<file path="config.mk">
export PLATFORM = sky130hd
export DESIGN_NAME = mfm_encoder
export DESIGN_NICKNAME = d
export VERILOG_FILES = /design/src/rtl/mfm_encoder.sv
export SDC_FILE = /design/constraint.sdc
export NUM_CORES = 1
export LEC_CHECK = 0
export CAP_MARGIN = 40
export CORE_ASPECT_RATIO = 0.9
export CORE_MARGIN = 1
export CORE_UTILIZATION = 52
export CTS_CLUSTER_DIAMETER = 30
export CTS_CLUSTER_SIZE = 12
export DETAILED_ROUTE_END_ITERATION = 8
export PLACE_DENSITY = 0.76
export SYNTH_ARGS = -nofsm -noshare
export SYNTH_HDL_FRONTEND = slang
export SYNTH_SLANG_ARGS = --single-unit
</file>
<file path="constraint.sdc">
create_clock -name clk5 -period 2.35 [get_ports clk5]
set_input_delay 0.235 -clock clk5 [delete_from_list [all_inputs] [get_ports clk5]]
set_output_delay 0.235 -clock clk5 [all_outputs]
set_load 0.02 [all_outputs]
</file>
<file path="src/rtl/mfm_encoder.sv">
// MFM cell encoder: turns a byte stream into 16 MFM cells per byte, MSB first,
// with address-mark clock suppression and gap-byte fill when the source runs dry.
module mfm_encoder #(
  parameter logic [7:0] GAP_BYTE = 8'h4E
) (
  input  logic       clk5,
  input  logic       reset,
  input  logic       enable,
  input  logic [7:0] byte_in,
  input  logic       byte_sync,
  input  logic       byte_valid,
  output logic       byte_ready,
  output logic       mfm_out,
  output logic       loaded,
  output logic       underrun
);

  logic [3:0] cnt_q, cnt_d;
  logic [7:0] data_q, data_d;
  logic       sync_q, sync_d;
  logic       prev_q, prev_d;
  logic       mfm_q, mfm_d;
  logic       loaded_q, loaded_d;
  logic       underrun_q, underrun_d;
  logic [7:0] hold_q, hold_d;
  logic       hold_sync_q, hold_sync_d;
  logic       hold_full_q, hold_full_d;

  logic       load_edge;
  logic       accept;
  logic [2:0] bit_idx;
  logic       cur_bit;

  assign load_edge  = enable && (cnt_q == 4'd15);
  assign byte_ready = !hold_full_q || load_edge;
  assign accept     = byte_valid && byte_ready;

  always_comb begin
    // NOTE: every variable gets a default first so no path leaves it unassigned (no latches).
    cnt_d       = cnt_q;
    data_d      = data_q;
    sync_d      = sync_q;
    prev_d      = prev_q;
    mfm_d       = mfm_q;
    loaded_d    = 1'b0;
    underrun_d  = underrun_q;
    hold_d      = hold_q;
    hold_sync_d = hold_sync_q;
    hold_full_d = hold_full_q;

    if (load_edge) begin
      cnt_d = 4'd0;
      if (hold_full_q) begin
        data_d   = hold_q;
        sync_d   = hold_sync_q;
        loaded_d = 1'b1;
      end else if (accept) begin
        data_d   = byte_in;
        sync_d   = byte_sync;
        loaded_d = 1'b1;
      end else begin
        data_d     = GAP_BYTE;
        sync_d     = 1'b0;
        underrun_d = 1'b1;
      end
    end else if (enable) begin
      cnt_d = cnt_q + 4'd1;
    end else begin
      cnt_d = 4'd15;
    end

    // Cell k of the byte belongs to bit 7-k/2; odd k is the data cell.
    bit_idx = 3'd7 - cnt_d[3:1];
    cur_bit = data_d[bit_idx];

    if (!enable) begin
      mfm_d  = 1'b0;
      prev_d = 1'b0;
    end else if (cnt_d[0]) begin
      mfm_d  = cur_bit;
      prev_d = cur_bit;
    end else begin
      mfm_d = !prev_q && !cur_bit && !(sync_d && bit_idx == 3'd2);
    end

    // The holding register drains on a load edge and refills on any accept that is not a bypass.
    if (load_edge && hold_full_q) hold_full_d = 1'b0;
    if (accept && !(load_edge && !hold_full_q)) begin
      hold_d      = byte_in;
      hold_sync_d = byte_sync;
      hold_full_d = 1'b1;
    end
  end

  always_ff @(posedge clk5) begin
    // NOTE: sequential state uses non-blocking assignments so all flops update together.
    if (reset) begin
      cnt_q       <= 4'd15;
      prev_q      <= 1'b0;
      mfm_q       <= 1'b0;
      loaded_q    <= 1'b0;
      underrun_q  <= 1'b0;
      hold_full_q <= 1'b0;
      sync_q      <= 1'b0;
    end else begin
      cnt_q       <= cnt_d;
      prev_q      <= prev_d;
      mfm_q       <= mfm_d;
      loaded_q    <= loaded_d;
      underrun_q  <= underrun_d;
      hold_full_q <= hold_full_d;
      sync_q      <= sync_d;
    end
  end

  // NOTE: payload registers carry no reset; they are only read once a valid/full flag says so.
  always_ff @(posedge clk5) begin
    data_q      <= data_d;
    hold_q      <= hold_d;
    hold_sync_q <= hold_sync_d;
  end

  assign mfm_out  = mfm_q;
  assign loaded   = loaded_q;
  assign underrun = underrun_q;

endmodule
</file>
== Yosys cells after proc, flatten, opt, wreduce, memory -nomap -nowiden ==
Cells that the tools add are included.

* Register bits: 27
* Word-level logic and storage cells: 52
* Output and inout bits: 4
* Bits of input ports: 13

* Bitwise operators: 4
* Equality and inequality tests: 2
* Add/sub/neg operators: 2
* Mux-type cells: 15
* Magnitude comparators: 1
* Reductions and logical operators: 18

{| class="wikitable"
|+ Operators by type and width
! operator !! number
|-
| 2-to-1 mux 8 bit || 3
|-
| 2-to-1 mux 1 bit || 9
|-
| logical AND 1 bit || 8
|-
| 2-to-1 mux 4 bit || 2
|-
| zero test 1 bit || 5
|-
| adder 4 x 1 -> 4 bit (second input constant) || 1
|-
| == test 4 bit (second input constant) || 1
|-
| < comparator 3 x 4 -> 1 bit (second input constant) || 1
|-
| inverter 1 bit || 4
|-
| OR reduction 2 bit || 2
|-
| binary-select mux 1 bit (select 3 bit) || 1
|-
| == test 3 x 2 -> 1 bit (second input constant) || 1
|-
| AND reduction 3 bit || 1
|-
| subtractor 3 bit (first input constant) || 1
|-
| nonzero test 2 bit || 1
|-
| logical OR 1 bit || 1
|}

== Longest topological paths before layout ==
Gate-level depths: netlist of run 1.

* Depth in word-level cells: 13
* Depth in mapped cells: 8
* Depth with buffers taken out: 6

== Worst setup path after synthesis of run 1 ==
No wires, ideal clock.

* Kind: register -> register
* From: register cnt_q[0]
* To: register mfm_q, in the netlist mfm_out
* Stages on the path, launching flop included: 9
* Buffers on the path: 2
* Library setup time: 0.127 ns
* Required time: 2.223 ns
* Arrival time: 1.630 ns
* Clock period less this slack: 1.757 ns
* Setup slack: 0.593 ns
* Cells stage by stage: dfxtp_1 > ha_1 > buf_6 > and4_4 > buf_6 > a31o_1 > o32ai_2 > o32ai_2 > mux2i_1

* Cells in the longest elaborated chain, start to end: 13
* Elaborated cells on any way between the ends: 23
* Those cells by class: 2 x add/sub; 2 x eq/ne; 11 x mux; 8 x reduce/logical

{| class="wikitable"
|+ Ends and longest elaborated chain
! item !! RTL line !! source
|-
| start: declaration || 18 || <nowiki>logic [3:0] cnt_q, cnt_d;</nowiki>
|-
| start signal: assignment || 106 || <nowiki>cnt_q <= cnt_d;</nowiki>
|-
| parallel branches: the longest is 12 deep, another holds adder 4 x 1 -> 4 bit || -- ||
|-
| 2-to-1 mux 1 bit (*) || 79 || <nowiki>end else if (cnt_d[0]) begin</nowiki>
|-
| end signal: assignment || 108 || <nowiki>mfm_q <= mfm_d;</nowiki>
|-
| end: declaration || 22 || <nowiki>logic mfm_q, mfm_d;</nowiki>
|}

Mark *: on every way between the ends. The select of a mux whose other input is x is not followed.
A chain may end at the register's enable or synchronous reset.

== Worst setup path in the final report of run 1 ==
* From: register cnt_q[0]
* To: output byte_ready

* Cells in the longest elaborated chain, start to end: 3

{| class="wikitable"
|+ Ends and longest elaborated chain
! item !! RTL line !! source
|-
| == test 4 bit || 34 || <nowiki>assign load_edge = enable && (cnt_q == 4'd15);</nowiki>
|-
| logical AND 1 bit || 34 ||
|-
| logical OR 1 bit || 35 || <nowiki>assign byte_ready = !hold_full_q || load_edge;</nowiki>
|-
| end: declaration || 12 || <nowiki>output logic byte_ready,</nowiki>
|}

No other way between the ends.

==> run summary, run 1 <==
The tool flagged a number of max-cap violations equal to 0. After synthesis, the netlist uses 43 different library cells. The most frequently used flop master after synthesis was dfxtp_1.

Counting every sink on the clock net gives 27. The final period utilization was 0.923. The run gives 0 ns as the setup TNS. After detailed routing, the number of remaining DRC violations is 0. The tools report the maximum clock insertion buffer count as 2. The first detailed-routing pass took 4 iterations.

The count of buffering cells on the critical path with inverters included came out at 1. The routed layout has 946 vias. The tools report the maximum level of the CTS H-tree as 1. The tools report the number of antenna violations at the first check in global routing as 0. The worst setup path is launched from a flip-flop.

The run gives 0.00386 ns as the clock skew after layout. The DRC violation total after the first TritonRoute iteration is 23. STA classifies the critical path endpoint as an output port.

Setup repair after global routing left no endpoint under its margin. The largest single stage delay on the critical path is 0.61 ns. The logs give 0 for the max-slew violation count and 1.93 ns for the arrival time reported for the critical path endpoint.

The min-delay analysis places its worst path in the category reg -> reg. The tools report the peak clock frequency supported by timing as 0.461 GHz. The total non-filler cell area in the finished layout is 1400 um2, and the routed length per placed instance is 15.2 um. For this run the aggregate overflow at the end of global routing stands at 0.

The tools report the final weighted congestion in routability-driven placement as 0.820. In this design, the largest share of critical-path delay is due to buffers and inverters. TritonCTS built the clock tree. The worst-case IR drop observed on VDD is 0.566 mV. For this design the static power due to leakage is 0.512 nW. The ratio of routed vias to standard cells is 5.95. The largest net degree at the start of global routing was 16. Number of synthesized flops with an enable pin: 9.

The core region is 2200 um2. The count of nets left with antenna violations once routing finished came out at 0. The core utilization of the finished layout is 0.636, and the cell area after synthesis is 1230 um2.

The run gives 16 as the cell row count. The all-layer global routing usage is 0.222, and the clock edge transition at the registers on the reported setup and hold paths is 0.13 ns. The first global-routing pass estimated 3950 um of wire.

Setup violations remaining at the end of the flow were counted as 0. For the smallest setup slack after layout, the log shows 0.180 ns. The tightest slew margin relative to the limit was 0.723; the average size of a mapped cell was 10.3 um2. Port buffer count: 16.

The biggest fanout along the worst timing path is 10. The final period demand of the worst path is 2.17 ns, and the final non-filler cell total is 159. STA puts the critical path data required time at 2.12 ns. The number of antenna diodes in the final layout is 0. The area growth from synthesis to layout is 14.3%.

The run gives 0.557 as the initial cell density of the core. The TritonCTS buffer count was 3. The flop and latch count out of synthesis came out at 27. In the layout the commonest cells are 18 x dfxtp_1, 16 x clkdlybuf4s50_1, 13 x nand2_1, 9 x edfxtp_1, 7 x nor2_1. The die covers 2560 um2. At the placement stage, the worst setup path has a slack of 0.216 ns. The number of top-level design ports is 17, and the width of the chip is 53.2 um.

At the end of the flow, the number of nets in the layout was 147. The share of cells above drive strength 1 is 0.106, and the post-placement cell count is 155. Leaving out fill and tap cells, the most frequent cell in the layout is dfxtp_1. The placement-stage cell area was 1370 um2. The flow ran to the end, and the final reports show no timing, DRC or antenna violations. The tools report the number of nets in the synthesized netlist as 133.

For this design the ratio of total power to cell area is 792 nW/um2. The critical path is of the reg -> out type. The portion of the post-synthesis area used by sequential elements was 0.514; the clock latency on the worst-skew pair was 0.32 ns. The final-report hold violation count came out at 0. The tree is rooted in a clkbuf_4. The die is 48.1 um tall.

The HPWL after detailed placement is 1850 um. Summed over all layers, the routed wires come to 2410 um. The async set or reset register ratio after synthesis came out at 0. The largest individual stage delay along the critical path comes from the cell clkdlybuf4s50_1.

The transition at the pin with the smallest max-transition slack is 0.416 ns, and the number of instances in the synthesized netlist is 119. The number of synthesis warnings is 0. Walking the worst path, the cells encountered are ha_2 > nand4_1 > nand2_1 > clkdlybuf4s50_1.

For the number of global-route vias before repair, the log shows 899.
cells by family (layout without fill, tap and decap cells):
logic type | Yosys count | after routing | synth area share
simple gates | 40 | 40 | 0.171
mux | 1 | 1 | 0.00816
compound gates | 35 | 35 | 0.220
fa+ha+maj | 1 | 1 | 0.0102
flops | 27 | 27 | 0.514
buf+inv | 13 | 26 | 0.0612
xor+xnor | 2 | 2 | 0.0143
report_power, final:
group          internal, mW  total, mW  switching (mW)
combinational         0.138      0.301           0.163
clock                0.0637      0.194           0.130
sequential            0.569      0.615          0.0458
synthesized netlist by cell type (2+ instances only):
library cell | number | share of area
a21o_1 | 2 | 0.012
a21oi_1 | 5 | 0.020
a221oi_1 | 2 | 0.014
a41oi_1 | 2 | 0.014
buf_2 | 3 | 0.012
buf_6 | 3 | 0.028
clkbuf_1 | 2 | 0.0061
dfxtp_1 | 18 | 0.29
edfxtp_1 | 9 | 0.22
inv_1 | 5 | 0.015
nand2_1 | 13 | 0.040
nand2b_1 | 2 | 0.010
nand3_1 | 3 | 0.012
nand3b_1 | 2 | 0.012
nor2_1 | 7 | 0.021
nor2b_1 | 2 | 0.010
nor3_1 | 2 | 0.0082
o21ai_0 | 6 | 0.024
o221ai_1 | 2 | 0.014
o22ai_1 | 3 | 0.015
o32ai_2 | 2 | 0.027
or3_1 | 2 | 0.010
xor2_1 | 2 | 0.014
layout make-up:
type	instances	area [um2]
clock buffers	3	22.5
clock inverters	1	5.00
fillers	197	801
inverters	5	18.8
multi-input cells	79	523
flip-flops and latches	27	631
well taps	27	33.8
repair buffers	17	168
layer usage:
metal	global-route usage	vias up	wire length, um
met4	0.111	0	53
met5	0	-	0
met3	0.0508	8	79
met1	0.271	443	1150
li1	-	474	-
met2	0.377	21	1130
flip-flops by register name, indices dropped and copies added, names as in the netlist:
| name | count |
|---|---|
| data_q | 8 |
| mfm_out | 1 |
| sync_q | 1 |
| prev_q | 1 |
| hold_sync_q | 1 |
| hold_q | 8 |
| hold_full_q | 1 |
| loaded | 1 |
| underrun | 1 |
| cnt_q | 4 |
metrics by stage:
stage / hold slack (ns) / total power, mW
after floorplan: 0.334 / 0.842
after global placement: 0.423 / 0.911
after detailed placement: 0.436 / 0.923
after CTS: 0.468 / 1.12
after global routing: 0.488 / 1.17
final: 0.463 / 1.11
final timing paths:
| kind | to | cells past startpoint | slack (ns) | start |
|---|---|---|---|---|
| setup / recovery | byte_ready | 4 | 0.18 | cnt_q[0]$_SDFF_PP1_ |
| hold / removal | data_q[2]$_DFF_P_ | 2 | 0.46 | data_q[2]$_DFF_P_ |
| setup reg to reg | mfm_out$_SDFF_PP0_ | 7 | 0.45 | cnt_q[0]$_SDFF_PP1_ |
| hold reg to reg | data_q[2]$_DFF_P_ | 2 | 0.46 | data_q[2]$_DFF_P_ |
worst register-to-register path: cells and delay by family (launching register included):
family,cells,cell delay [ns]
AOI/OAI and AO/OA,2,0.45
adders and majority gates,1,0.31
buffers and inverters,1,0.22
DFF,1,0.41
muxes,1,0.21
and+or+nand+nor,2,0.25
what timing repair did:
action | CTS | global route
gates resized for setup | 0 | 1
hold buffers | 0 | 0
setup buffers | 0 | 0
endpoints found under the setup margin | 0 | 1
Power figures use the tool's default switching activity.
==> run 2, diff against run 1 <==
--- a/config.mk
+++ b/config.mk
@@ -12,7 +12,7 @@
 export CTS_CLUSTER_DIAMETER = 30
 export CTS_CLUSTER_SIZE = 12
 export DETAILED_ROUTE_END_ITERATION = 8
-export PLACE_DENSITY = 0.76
+export PLACE_DENSITY = 0.8
 export SYNTH_ARGS = -nofsm -noshare
 export SYNTH_HDL_FRONTEND = slang
 export SYNTH_SLANG_ARGS = --single-unit
==> run 2 against run 1 <==
Worst setup slack got worse by 0.065 ns; register-to-register slack improved by 0.03 ns; flip-flop and latch count stayed put; die area stayed put; via count fell by 1.1%; first-iteration DRC count grew 22%; sequential power is essentially flat; largest cell class unchanged.
==> run summary, run 2 (synthesis gave the netlist of run 1 again) <==
The run finished with clean final reports. 17 I/O pins were placed. Cell row count: 16. The critical setup path kind was reg -> out.

The fraction of power consumed by the clock network was 0.185. The switching component of the power was 0.353 mW. The tools report the core area as 2200 um2.

Leaving out fill and tap cells, the most frequent cells in the layout are 18 x dfxtp_1, 16 x clkdlybuf4s50_1, 13 x nand2_1, 9 x edfxtp_1, 7 x nor2_1. TritonCTS built the clock tree. The worst setup path is launched from a flip-flop.

The run gives 936 as the total number of vias. Leaving out fill and tap cells, the most frequent cell in the layout is dfxtp_1. Max-cap violations in this run came to 0. The tools report the number of global-route vias before repair as 867.

The type of the most critical hold path is reg -> reg. In the final layout, the multi-input gates occupy 533 um2. The clock drives 27 sinks.

The core utilization of the finished layout is 0.649. The tools report the combinational group share of total power as 0.276. The tools report the master cell of the clock root buffer as clkbuf_4. The initial cell density of the core came out at 0.557. The run gives 28 as the DRC violation total after the first TritonRoute iteration. Dividing the detail-routed via count by the number of cells gives 5.81. For this design the ratio of total power to cell area is 797 nW/um2. Category of the worst setup path capture point: an output port. Wires add up to 2340 um. Power comes to 1.14 mW. The tools report the internal power as 0.786 mW. Across the routed clock network, the largest skew measured is 0.00979 ns. Max-slew violation count: 0. The run gives 2560 um2 as the area enclosed by the die boundary.

The wire length of the first global-routing pass is 3830 um, and the width of the chip is 53.2 um. For the maximum clock insertion buffer count, the log shows 2. The antenna violation net count after detailed routing was 0.

Fill cells in the final layout number 197. The congestion estimate from routability-driven global placement came to 0.820. The run gives 1380 um2 as the placement-stage cell area.

The peak clock frequency supported by timing is 0.448 GHz, and the post-route DRC violation count is 0. The run gives 0 as the number of antenna violations at the first check in global routing. The die is 48.1 um tall. The final-report hold violation count was 0; the largest net degree at the start of global routing was 18. The transition at the pin with the smallest max-transition slack was 0.387 ns; the port buffer count was 16.

The share of cells above drive strength 1 works out to 0.119. The routed length per placed instance is 14.5 um, and the share of power burned in registers is 0.539. Data arrives at the worst endpoint at 2.00 ns. The required time of the worst setup path is 2.12 ns, and the sequential cell area is 631 um2. Final period demand of the worst path: 2.23 ns. At the end of the flow, the number of nets in the layout was 149. TritonCTS created 3 clock buffers.

The antenna diode count was 0; the peak supply drop was 0.597 mV. In the final layout, the registers with the most flip-flops are data_q x8, hold_q x8, cnt_q x4. The logs give 0.742 for the tightest slew margin relative to the limit and 1 for the maximum level of the CTS H-tree. The synthesis-to-finish area growth was 16.6%; the all-layer global routing usage was 0.218. Along the worst path, the maximum fanout reaches 10. Summed over all nets, the half-perimeter wirelength after detailed placement is 1800 um.

The final period utilization works out to 0.951. Global routing finished with a remaining overflow of 0. Once layout is done, the placed cells without fillers occupy 1430 um2. For the number of search-and-repair iterations in the first detailed-routing pass, the log shows 4. Setup violations remaining at the end of the flow were counted as 0. The clock reaches the later pin of the worst-skew pair after 0.33 ns. The run gives 0.524 nW as the static leakage. Clock-pin slew was measured on the worst setup and hold paths at 0.15 ns. Switching power as a share of total power: 0.310.
-- run 2: power groups by stage --
stage                     registers, mW  clock network [mW]  logic, mW
after floorplan                   0.609                   0      0.234
after global placement            0.621                   0      0.292
after detailed placement          0.624                   0      0.300
after CTS                         0.613               0.218      0.304
after global routing              0.623               0.236      0.348
final                             0.614               0.211      0.315
-- run 2: critical path, cell delays in order (launching register included) --
cell             delay, ns
dfxtp_1               0.46
ha_4                  0.23
nand4_1               0.21
nand2_1               0.16
clkdlybuf4s50_1       0.62
-- run 2: area by class of cell --
type                            count  share of cell area
Sequential cell                    27               0.441
Multi-Input combinational cell     79               0.373
Timing Repair Buffer               19               0.128
Tap cell                           27              0.0236
Clock buffer                        3              0.0157
Inverter                            5              0.0131
Clock inverter                      1             0.00612
-- run 2: layer usage --
layer / track usage / wire, um
met1: 0.284 / 1090
met2: 0.347 / 1080
met3: 0.0794 / 147
met4: 0.0579 / 23
met5: 0 / 0
-- run 2: final timing paths --
path,start,endpoint,slack [ns],cells after the start
worst max-delay path,cnt_q[0]$_SDFF_PP1_,byte_ready,0.12,4
worst min-delay path,data_q[2]$_DFF_P_,data_q[2]$_DFF_P_,0.47,2
worst max register to register,cnt_q[0]$_SDFF_PP1_,mfm_out$_SDFF_PP0_,0.48,7
worst min register to register,data_q[2]$_DFF_P_,data_q[2]$_DFF_P_,0.47,2
-- run 2: timing repair --
action,4_1_cts,5_1_grt
setup endpoints to repair,1,1
pin swaps,0,1
hold endpoints to repair,0,0
buffers inserted,0,1
resized for setup,1,1
hold buffers,0,0
gates cloned,0,0
-- run 2: stage by stage --
step | std cells | hold WS [ns] | TNS (ns) | setup slack, ns
after floorplan | 119 | 0.334 | 0 | 0.593
after global placement | 156 | 0.422 | 0 | 0.386
after detailed placement | 156 | 0.434 | 0 | 0.305
after CTS | 160 | 0.470 | 0 | 0.0136
after global routing | 161 | 0.458 | -0.000666 | -0.000666
final | 161 | 0.471 | 0 | 0.116
